===== config.mk =====
export PLATFORM = sky130hd
export DESIGN_NAME = adc_spi_config_ctrl
export DESIGN_NICKNAME = d
export VERILOG_FILES = /design/src/rtl/adc_spi_pkg.sv /design/src/rtl/adc_spi_config_ctrl_shift.sv /design/src/rtl/adc_spi_config_ctrl.sv
export SDC_FILE = /design/constraint.sdc
export NUM_CORES = 1
export LEC_CHECK = 0
export BUFFER_PORTS_ARGS = -buffer_cell sky130_fd_sc_hd__clkbuf_2
export CAP_MARGIN = 20
export CORE_MARGIN = 8
export CORE_UTILIZATION = 38
export CTS_BUF_LIST = sky130_fd_sc_hd__clkbuf_8
export DETAILED_ROUTE_END_ITERATION = 10
export GPL_ROUTABILITY_DRIVEN = 0
export MAX_ROUTING_LAYER = met4
export SYNTH_ARGS = -nofsm -noshare
export SYNTH_HDL_FRONTEND = slang
export SYNTH_SLANG_ARGS = --single-unit

===== constraint.sdc =====
create_clock -name clk -period 3.2 [get_ports clk]
set_clock_uncertainty 0.1 [all_clocks]
set_input_delay 0.32 -clock clk [delete_from_list [all_inputs] [get_ports clk]]
set_output_delay 0.32 -clock clk [all_outputs]
set_load 0.05 [all_outputs]

===== src/rtl/adc_spi_pkg.sv =====
// adc_spi_pkg: shared types and constants for the HSMC ADC SPI
// configuration controller (FSM states, frame layout, target bits).
package adc_spi_pkg;

  typedef enum logic [2:0] {
    S_IDLE,
    S_SETUP,
    S_SHIFT,
    S_HOLD,
    S_GAP
  } state_e;

  localparam int          FRAME_BITS  = 24;
  localparam logic [12:0] UPDATE_ADDR = 13'h0FF;
  localparam logic [7:0]  UPDATE_DATA = 8'h01;

  localparam int TGT_A = 0;
  localparam int TGT_B = 1;

  // Write-only, one-byte frame: {W=0, W1:W0=00, addr, data}
  function automatic logic [FRAME_BITS-1:0] build_frame(
    input logic [12:0] addr,
    input logic [7:0]  data
  );
    return {1'b0, 2'b00, addr, data};
  endfunction

endpackage


===== src/rtl/adc_spi_config_ctrl_shift.sv =====
// adc_spi_shift: 24-bit MSB-first shifter with SCLK generation.
// Ports: clk, rst, load/frame (start), run (keep clocking),
// sclk/sdio (registered), last_bit (final falling edge is now).
module adc_spi_shift
  import adc_spi_pkg::*;
#(
  parameter int CLK_DIV = 4
) (
  input  logic                  clk,
  input  logic                  rst,
  input  logic                  load,
  input  logic [FRAME_BITS-1:0] frame,
  input  logic                  run,
  output logic                  sclk,
  output logic                  sdio,
  output logic                  last_bit
);

  localparam int TW = $clog2(CLK_DIV) + 1;
  localparam logic [TW-1:0] TICK_MAX = TW'(CLK_DIV - 1);

  logic [FRAME_BITS-1:0] sr_q, sr_d;
  logic [4:0]            bit_q, bit_d;
  logic [TW-1:0]         tick_q, tick_d;
  logic                  sclk_q, sclk_d;
  logic                  sdio_q, sdio_d;
  logic                  half_end;

  assign half_end = (tick_q == TICK_MAX);
  // bit 0 high phase ends on this edge
  assign last_bit = half_end && sclk_q && (bit_q == 5'd0);

  always_comb begin
    sr_d   = sr_q;
    bit_d  = bit_q;
    tick_d = tick_q;
    sclk_d = sclk_q;
    sdio_d = sdio_q;
    if (load) begin
      sr_d   = frame;
      bit_d  = 5'(FRAME_BITS - 1);
      tick_d = '0;
      sclk_d = 1'b0;
      sdio_d = frame[FRAME_BITS-1];
    end else if (!run) begin
      tick_d = '0;
      sclk_d = 1'b0;
      sdio_d = 1'b1;
    end else if (half_end) begin
      tick_d = '0;
      sclk_d = ~sclk_q;
      // next bit goes out with the falling edge
      if (sclk_q && (bit_q != 5'd0)) begin
        sr_d   = {sr_q[FRAME_BITS-2:0], 1'b0};
        sdio_d = sr_q[FRAME_BITS-2];
        bit_d  = bit_q - 5'd1;
      end
    end else begin
      tick_d = tick_q + TW'(1);
    end
  end

  always_ff @(posedge clk or posedge rst) begin
    if (rst) begin
      sr_q   <= '0;
      bit_q  <= '0;
      tick_q <= '0;
      sclk_q <= 1'b0;
      sdio_q <= 1'b1;
    end else begin
      sr_q   <= sr_d;
      bit_q  <= bit_d;
      tick_q <= tick_d;
      sclk_q <= sclk_d;
      sdio_q <= sdio_d;
    end
  end

  assign sclk = sclk_q;
  assign sdio = sdio_q;

endmodule


===== src/rtl/adc_spi_config_ctrl.sv =====
// adc_spi_config_ctrl: serialises single-register writes to the two
// HSMC ADCs over shared SCLK/SDIO with per-channel chip selects.
// Ports: cmd_* handshake + fields in; busy/done/frame_count status;
// spi_sclk/spi_sdio/spi_cs_a_n/spi_cs_b_n registered pin drives.
module adc_spi_config_ctrl
  import adc_spi_pkg::*;
#(
  parameter int CLK_DIV     = 4,
  parameter int GAP_CYCLES  = 8,
  parameter bit AUTO_UPDATE = 1'b1
) (
  input  logic        clk,
  input  logic        rst,
  input  logic        cmd_valid,
  output logic        cmd_ready,
  input  logic [1:0]  cmd_target,
  input  logic [12:0] cmd_addr,
  input  logic [7:0]  cmd_data,
  output logic        busy,
  output logic        done,
  output logic [15:0] frame_count,
  output logic        spi_sclk,
  output logic        spi_sdio,
  output logic        spi_cs_a_n,
  output logic        spi_cs_b_n
);

  localparam int CNT_MAX =
    (CLK_DIV > GAP_CYCLES) ? CLK_DIV : GAP_CYCLES;
  localparam int CW = $clog2(CNT_MAX) + 1;
  localparam logic [CW-1:0] H_LOAD   = CW'(CLK_DIV - 1);
  localparam logic [CW-1:0] GAP_LOAD = CW'(GAP_CYCLES - 1);

  state_e        state_q, state_d;
  logic [CW-1:0] cnt_q, cnt_d;
  logic [1:0]    tgt_q, tgt_d;
  logic          upd_q, upd_d;
  logic          cmd_ready_q, cmd_ready_d;
  logic          busy_q, busy_d;
  logic          done_q, done_d;
  logic [15:0]   frame_count_q, frame_count_d;
  logic          cs_a_n_q, cs_a_n_d;
  logic          cs_b_n_q, cs_b_n_d;

  logic                  accept;
  logic                  sh_load;
  logic                  sh_run;
  logic                  sh_last;
  logic [FRAME_BITS-1:0] sh_frame;

  assign accept = cmd_valid && cmd_ready_q;

  always_comb begin
    state_d       = state_q;
    cnt_d         = cnt_q;
    tgt_d         = tgt_q;
    upd_d         = upd_q;
    done_d        = 1'b0;
    frame_count_d = frame_count_q;
    cs_a_n_d      = cs_a_n_q;
    cs_b_n_d      = cs_b_n_q;
    sh_load       = 1'b0;
    sh_frame      = build_frame(cmd_addr, cmd_data);
    unique case (state_q)
      S_IDLE: begin
        if (accept) begin
          tgt_d = cmd_target;
          if (cmd_target == 2'b00) begin
            // nothing to send: one-cycle pass through GAP
            state_d = S_GAP;
            cnt_d   = '0;
            upd_d   = 1'b0;
            done_d  = 1'b1;
          end else begin
            state_d  = S_SETUP;
            cnt_d    = H_LOAD;
            upd_d    = AUTO_UPDATE;
            sh_load  = 1'b1;
            cs_a_n_d = ~cmd_target[TGT_A];
            cs_b_n_d = ~cmd_target[TGT_B];
          end
        end
      end
      S_SETUP: begin
        if (cnt_q == '0) state_d = S_SHIFT;
        else             cnt_d   = cnt_q - CW'(1);
      end
      S_SHIFT: begin
        if (sh_last) begin
          state_d = S_HOLD;
          cnt_d   = H_LOAD;
        end
      end
      S_HOLD: begin
        if (cnt_q == '0) begin
          state_d       = S_GAP;
          cnt_d         = GAP_LOAD;
          cs_a_n_d      = 1'b1;
          cs_b_n_d      = 1'b1;
          frame_count_d = frame_count_q + 16'd1;
          done_d        = ~upd_q;
        end else begin
          cnt_d = cnt_q - CW'(1);
        end
      end
      S_GAP: begin
        if (cnt_q == '0) begin
          if (upd_q) begin
            state_d  = S_SETUP;
            cnt_d    = H_LOAD;
            upd_d    = 1'b0;
            sh_load  = 1'b1;
            sh_frame = build_frame(UPDATE_ADDR, UPDATE_DATA);
            cs_a_n_d = ~tgt_q[TGT_A];
            cs_b_n_d = ~tgt_q[TGT_B];
          end else begin
            state_d = S_IDLE;
          end
        end else begin
          cnt_d = cnt_q - CW'(1);
        end
      end
      default: state_d = S_IDLE;
    endcase
    cmd_ready_d = (state_d == S_IDLE);
    busy_d      = (state_d != S_IDLE);
  end

  // keep SCLK running for the whole CS-low window
  assign sh_run = (state_d == S_SETUP) ||
                  (state_d == S_SHIFT) ||
                  (state_d == S_HOLD);

  adc_spi_shift #(
    .CLK_DIV (CLK_DIV)
  ) u_shift (
    .clk      (clk),
    .rst      (rst),
    .load     (sh_load),
    .frame    (sh_frame),
    .run      (sh_run),
    .sclk     (spi_sclk),
    .sdio     (spi_sdio),
    .last_bit (sh_last)
  );

  always_ff @(posedge clk or posedge rst) begin
    if (rst) begin
      state_q       <= S_IDLE;
      cnt_q         <= '0;
      tgt_q         <= '0;
      upd_q         <= 1'b0;
      cmd_ready_q   <= 1'b1;
      busy_q        <= 1'b0;
      done_q        <= 1'b0;
      frame_count_q <= '0;
      cs_a_n_q      <= 1'b1;
      cs_b_n_q      <= 1'b1;
    end else begin
      state_q       <= state_d;
      cnt_q         <= cnt_d;
      tgt_q         <= tgt_d;
      upd_q         <= upd_d;
      cmd_ready_q   <= cmd_ready_d;
      busy_q        <= busy_d;
      done_q        <= done_d;
      frame_count_q <= frame_count_d;
      cs_a_n_q      <= cs_a_n_d;
      cs_b_n_q      <= cs_b_n_d;
    end
  end

  assign cmd_ready   = cmd_ready_q;
  assign busy        = busy_q;
  assign done        = done_q;
  assign frame_count = frame_count_q;
  assign spi_cs_a_n  = cs_a_n_q;
  assign spi_cs_b_n  = cs_b_n_q;

endmodule


-- Yosys cells after proc, flatten, opt, wreduce, memory -nomap -nowiden
Index checks and enable logic that the tools add are counted.
- input bits: 26
- word-level logic and storage cells: 129
- bits in registers: 64
- output and inout port bits: 23
- equality and inequality tests: 18
- add/subtract/negate cells: 4
- muxes and demuxes: 60
- bitwise gates (word level): 6
- reductions and logical operators: 26
- operators by type and width (operator ; number):
    23-bit two-way mux ; 4
    21-bit two-way mux ; 3
    3-bit two-way mux ; 9
    1-bit two-way mux ; 26
    4-bit two-way mux ; 6
    5-bit two-way mux ; 4
    4-bit case mux with 5 select lines ; 1
    16-bit by 1-bit adder with 16-bit output, second input constant ; 1
    3-bit by 2-bit equality test with 1-bit output, second input constant ; 5
    3-bit case mux with 5 select lines ; 1
    2-bit != test, second input constant ; 7
    5-bit nonzero test ; 2
    3-bit != test, second input constant ; 3
    2-bit nonzero test ; 4
    3-bit by 1-bit equality test with 1-bit output, second input constant ; 2
    3-bit zero test ; 2
    1-bit NOT ; 6
    1-bit case mux with 2 select lines ; 3
    1-bit case mux with 3 select lines ; 2
    2-bit AND reduction ; 3
    3-bit AND reduction ; 2
    6-bit AND reduction ; 1
    3-bit nonzero test ; 2
    5-bit zero test ; 1
    10 further kinds ; 14

-- Logic depth before layout (Yosys ltp)
- depth in word-level cells: 10
- depth in mapped cells: 9
- mapped depth without buffers: 6

-- Hierarchy
Synthesis repeated with hierarchy kept, for this count alone.
- cell total of the unflattened synthesis: 342
- area, all modules: 3483.3 µm²
- by module, submodules not included (module ; seq. area each (µm²) ; cells each ; area each (µm²) ; times used):
    adc_spi_config_ctrl ; 779.5 ; 187 ; 1770.4 ; 1
    adc_spi_shift ; 827.0 ; 155 ; 1712.9 ; 1

-- Worst setup path after synthesis
No wires, ideal clock.
- path type: reg-to-reg
- start: reg u_shift.bit_q[0]
- end: reg cnt_q[3]
- data arrival time: 2.169 ns
- library setup time: 0.124 ns
- required time: 2.976 ns
- path buffers: 2
- stages on the path, launching flop included: 9
- setup slack: 0.807 ns
- period minus slack after synthesis: 2.393 ns
- cells stage by stage: dfrtp_1 > inv_1 > ha_1 > or4b_1 > buf_2 > o311a_1 > or3_1 > buf_2 > a211o_1
- cells in the longest elaborated chain, start to end: 4
- RTL lines (what ; RTL line ; source):
    start: declaration ; adc_spi_config_ctrl_shift.sv:23 ; logic [4:0] bit_q, bit_d;
    start signal: assignment ; adc_spi_config_ctrl_shift.sv:72 ; bit_q <= bit_d;
    5-bit zero test ; adc_spi_config_ctrl_shift.sv:31 ; assign last_bit = half_end && sclk_q && (bit_q == 5'd0);
    1-bit logical AND ; adc_spi_config_ctrl_shift.sv:31 ;
    2-bit != test (no line) ; n/a ;
    5-bit AND reduction (no line) ; n/a ;
    end signal: assignment ; adc_spi_config_ctrl.sv:161 ; cnt_q <= cnt_d;
    end: declaration ; adc_spi_config_ctrl.sv:35 ; logic [CW-1:0] cnt_q, cnt_d;
No other way between the ends.
A chain may end at the register's enable or synchronous reset.

-- Worst setup path in the final report
- start: reg cnt_q[0]
- end: reg u_shift.sr_q[16]
- cells in the longest elaborated chain, start to end: 8
- elaborated cells between the ends (all ways): 19
- those cells by class: eq/ne: 3; mux: 9; reduce/logical: 7
- RTL lines (what ; RTL line ; source):
    4-bit zero test (*) ; adc_spi_config_ctrl.sv:85, adc_spi_config_ctrl.sv:95, adc_spi_config_ctrl.sv:107 ;
    3-bit two-way mux (on tied branches) ; adc_spi_config_ctrl.sv:107, adc_spi_config_ctrl.sv:85, adc_spi_config_ctrl.sv:95 ;
    3-bit case mux with 5 select lines ; adc_spi_config_ctrl.sv:64 ; unique case (state_q)
    3-bit by 1-bit equality test with 1-bit output / 3-bit by 2-bit equality test with 1-bit output (equally long branches) ; adc_spi_config_ctrl.sv:130, adc_spi_config_ctrl.sv:131 ;
    1-bit logical OR ; adc_spi_config_ctrl.sv:130 ; assign sh_run = (state_d == S_SETUP) ||
    1-bit logical OR ; adc_spi_config_ctrl.sv:131 ; (state_d == S_SHIFT) ||
    2-bit nonzero test (no line) ; n/a ;
    3-bit AND reduction (no line) ; n/a ;
    end signal: assignment ; adc_spi_config_ctrl_shift.sv:71 ; sr_q <= sr_d;
    end: declaration ; adc_spi_config_ctrl_shift.sv:22 ; logic [FRAME_BITS-1:0] sr_q, sr_d;
Mark *: on every way between the ends. The rest lies on a longest branch, timed or not.

==> flow_summary.toml <==
[yosys]
synth_edf_count = 0
synth-warning-count = 0
netlist-cell-type-count = 53
synth.yosys.seq_area_share_pct = 49.7
average_size_of_a_mapped_cell_um2 = 9.85
asyncSetResetFlopFracSynth_pct = 100
register_bit_total_from_synthesis = 64
synthesis.instances = 328
syn-num-nets = 359
synthesized_area_um2 = 3230
synth_top_flop_cell = "sky130_fd_sc_hd__dfrtp_1"

[detailed_routing]
post-route-drc-count = 0
ant_nets = 0
post_drt_via_cell_ratio = 5.49
wl_mm = 7.77
route.vias.total = 2675
detail_route.iter0.violations = 152
route.detailed.wl_per_inst_um = 16.0
dr.pass1.iters = 4

[sta]
setup_viol_count_final = 0
grt_setup_unrepaired = "false"
worst_slew_pin_slew_ns = 0.868
fin_tns_setup_ns = 0
slew_headroom_pct = 41.6
clock.fmax_ghz = 0.382
min_period_ns = 2.62
period_share_pct = 81.9
hold_viol = 0
timing_max_transition_violations_final = 0

[clocking]
clkTransAtPathRegs_ns = 0.07
clock_sinks = 64
htree_levels = 3
clk_root_buffer_cell = "sky130_fd_sc_hd__clkbuf_8"
cts-buffers-inserted = 9
ctsLongestPathBuffers = 2
clkLatencyLatePin_ns = 0.34
tritoncts = "yes"

[floorplan]
placeableCoreArea_um2 = 8220
dieHeight_um = 108
std_cell_rows = 33
dieWidth_um = 108
pin_count = 49
die_area_um2 = 11700
floorplan.initialDensity_pct = 39.3

[worst_setup_path]
crit_arrival_ns = 2.75
critical_path.startpoint_type = "flop"
worstSetupEndpointType = "flop"
timing.critical_path.required_ns = 3.33
crit_path_kind = "flop to flop"
critical_path.max_fanout = 10

[job]
cap_violations = 0

[min_path]
worstHoldPathType = "input pin to flop"

[grt]
first_global_vias = 2610
grt_overflow_total = 0
grt_max_degree = 29
grt_antenna_before_repair = 0
grt_use_total_pct = 14.4
grt_first_pass_wirelength_mm = 13.1

[placement]
place.detailed.hpwl_mm = 5.45
portBuffers = 48
area_after_detailed_placement_um2 = 3610

[power]
power.ir.vdd_worst_mv = 0.355
leakage_nw = 1.73
design_power_total_mw = 3.33
power.density_nw_per_um2 = 861

[cells_and_area]
final_design_area_no_fill_um2 = 3860
fillCellCount = 810
antenna_fix_cells = 0
layout.cells.most_common_list = "sky130_fd_sc_hd__dfrtp_1 (60), sky130_fd_sc_hd__clkbuf_2 (48), sky130_fd_sc_hd__nand2_1 (29)"
most_common_library_cell_in_the_layout_ignoring_fill_and_taps = "sky130_fd_sc_hd__dfrtp_1"
fin_nets = 408
areaGrowthSynthToFinish_pct = 19.7
drive_above_1_share_pct = 22.5

[status]
run_status = "finished clean"
## synthesized netlist by cell type (4+ instances only)
library cell	number	area share (%)
sky130_fd_sc_hd__xnor2_1	15	4.1
sky130_fd_sc_hd__clkbuf_1	20	2.3
sky130_fd_sc_hd__nor3_1	8	1.2
sky130_fd_sc_hd__or4_1	4	0.93
sky130_fd_sc_hd__dfrtp_1	60	46
sky130_fd_sc_hd__dfstp_2	4	3.3
sky130_fd_sc_hd__nor2b_1	4	0.77
sky130_fd_sc_hd__nor3b_1	6	1.4
sky130_fd_sc_hd__nor2_1	19	2.2
sky130_fd_sc_hd__nand3_1	20	3.1
sky130_fd_sc_hd__o311ai_1	6	1.6
sky130_fd_sc_hd__inv_1	19	2.2
sky130_fd_sc_hd__ha_1	5	1.9
sky130_fd_sc_hd__nand2_1	29	3.4
sky130_fd_sc_hd__o211ai_1	9	2.1
sky130_fd_sc_hd__o2111ai_1	6	1.6
sky130_fd_sc_hd__a21oi_1	10	1.5
sky130_fd_sc_hd__nand4_1	5	0.97
sky130_fd_sc_hd__o21ai_0	13	2.0
sky130_fd_sc_hd__a311oi_1	5	1.4
## power by group
part / internal, mW / switching (mW) / total [mW]
clock: 0.518 / 0.330 / 0.849
sequential: 1.07 / 0.189 / 1.26
combinational: 0.470 / 0.754 / 1.22
total: 2.06 / 1.27 / 3.33
## kinds of logic after synthesis
family	count (synthesis)	share of synthesized area [%]
AO/OA/AOI/OAI	76	17.0
XOR/XNOR	17	4.61
adder cells (fa/ha/maj)	5	1.94
buffers and inverters	41	4.84
flip-flops	64	49.7
multiplexers	6	1.98
AND/OR/NAND/NOR	119	19.9
## layer usage
layer	routed length [um]	vias up	track usage [%]
li1	-	1304	-
met1	3740	1285	19.3
met2	3460	76	20.7
met3	480	10	4.16
met4	87	0	3.87
met5	0	-	-
## through the flow
step           hold slack (ns)  cells  setup slack [ns]  utilization (%)
3_5_place_dp             0.308    470             0.585             43.9
5_1_grt                 0.0966    487             0.316             47.0
6_report                 0.104    487             0.579             47.0
2_1_floorplan            0.319    328             0.807                -
3_3_place_gp             0.304    470             0.715             43.9
4_1_cts                 0.0860    487             0.564             47.0
## timing repair
action / CTS / global route
hold endpoints to repair: 25 / 0
gates resized for setup: 0 / 0
buffers inserted: 0 / 0
hold buffers: 1 / 0
## area by class of cell
type,count,area [um2],share of cell area (%)
Tap cell,105,131,3.40
Sequential cell,64,1610,41.6
Multi-Input combinational cell,223,1470,37.9
Inverter,19,71.3,1.85
Clock buffer,9,124,3.20
Clock inverter,7,120,3.11
Timing Repair Buffer,60,345,8.93
## worst max-delay path, cell delays in order, from the launching register on
cell                       delay [ns]
sky130_fd_sc_hd__dfrtp_1         0.41
sky130_fd_sc_hd__inv_1           0.09
sky130_fd_sc_hd__ha_1            0.24
sky130_fd_sc_hd__or3b_1          0.39
sky130_fd_sc_hd__buf_4           0.19
sky130_fd_sc_hd__o21ai_1         0.45
sky130_fd_sc_hd__nor2_1          0.33
sky130_fd_sc_hd__o311ai_1        0.31
## sequential cells by signal, summed over array words and instances, names as in the netlist
name,cells
done,1
tgt_q,2
state_q,3
frame_count,16
cnt_q,4
u_shift.sclk,1
busy,1
u_shift.sr_q,23
u_shift.tick_q,3
u_shift.bit_q,5
u_shift.sdio,1
upd_q,1
spi_cs_a_n,1
spi_cs_b_n,1
cmd_ready,1
## final timing paths
kind	startpoint	endpoint	slack, ns	cells after the start
setup / recovery	cnt_q[0]	u_shift.sr_q[16]	0.58	7
hold / removal	cmd_data[4]	u_shift.sr_q[4]	0.10	3
setup reg to reg	cnt_q[0]	u_shift.sr_q[16]	0.58	7
hold reg to reg	u_shift.tick_q[0]	u_shift.tick_q[0]	0.36	1
max in group asynchronous	rst	spi_cs_a_n	1.79	4
min in group asynchronous	rst	frame_count[12]	0.47	3
No activity file was read; power rests on OpenSTA's default activity.
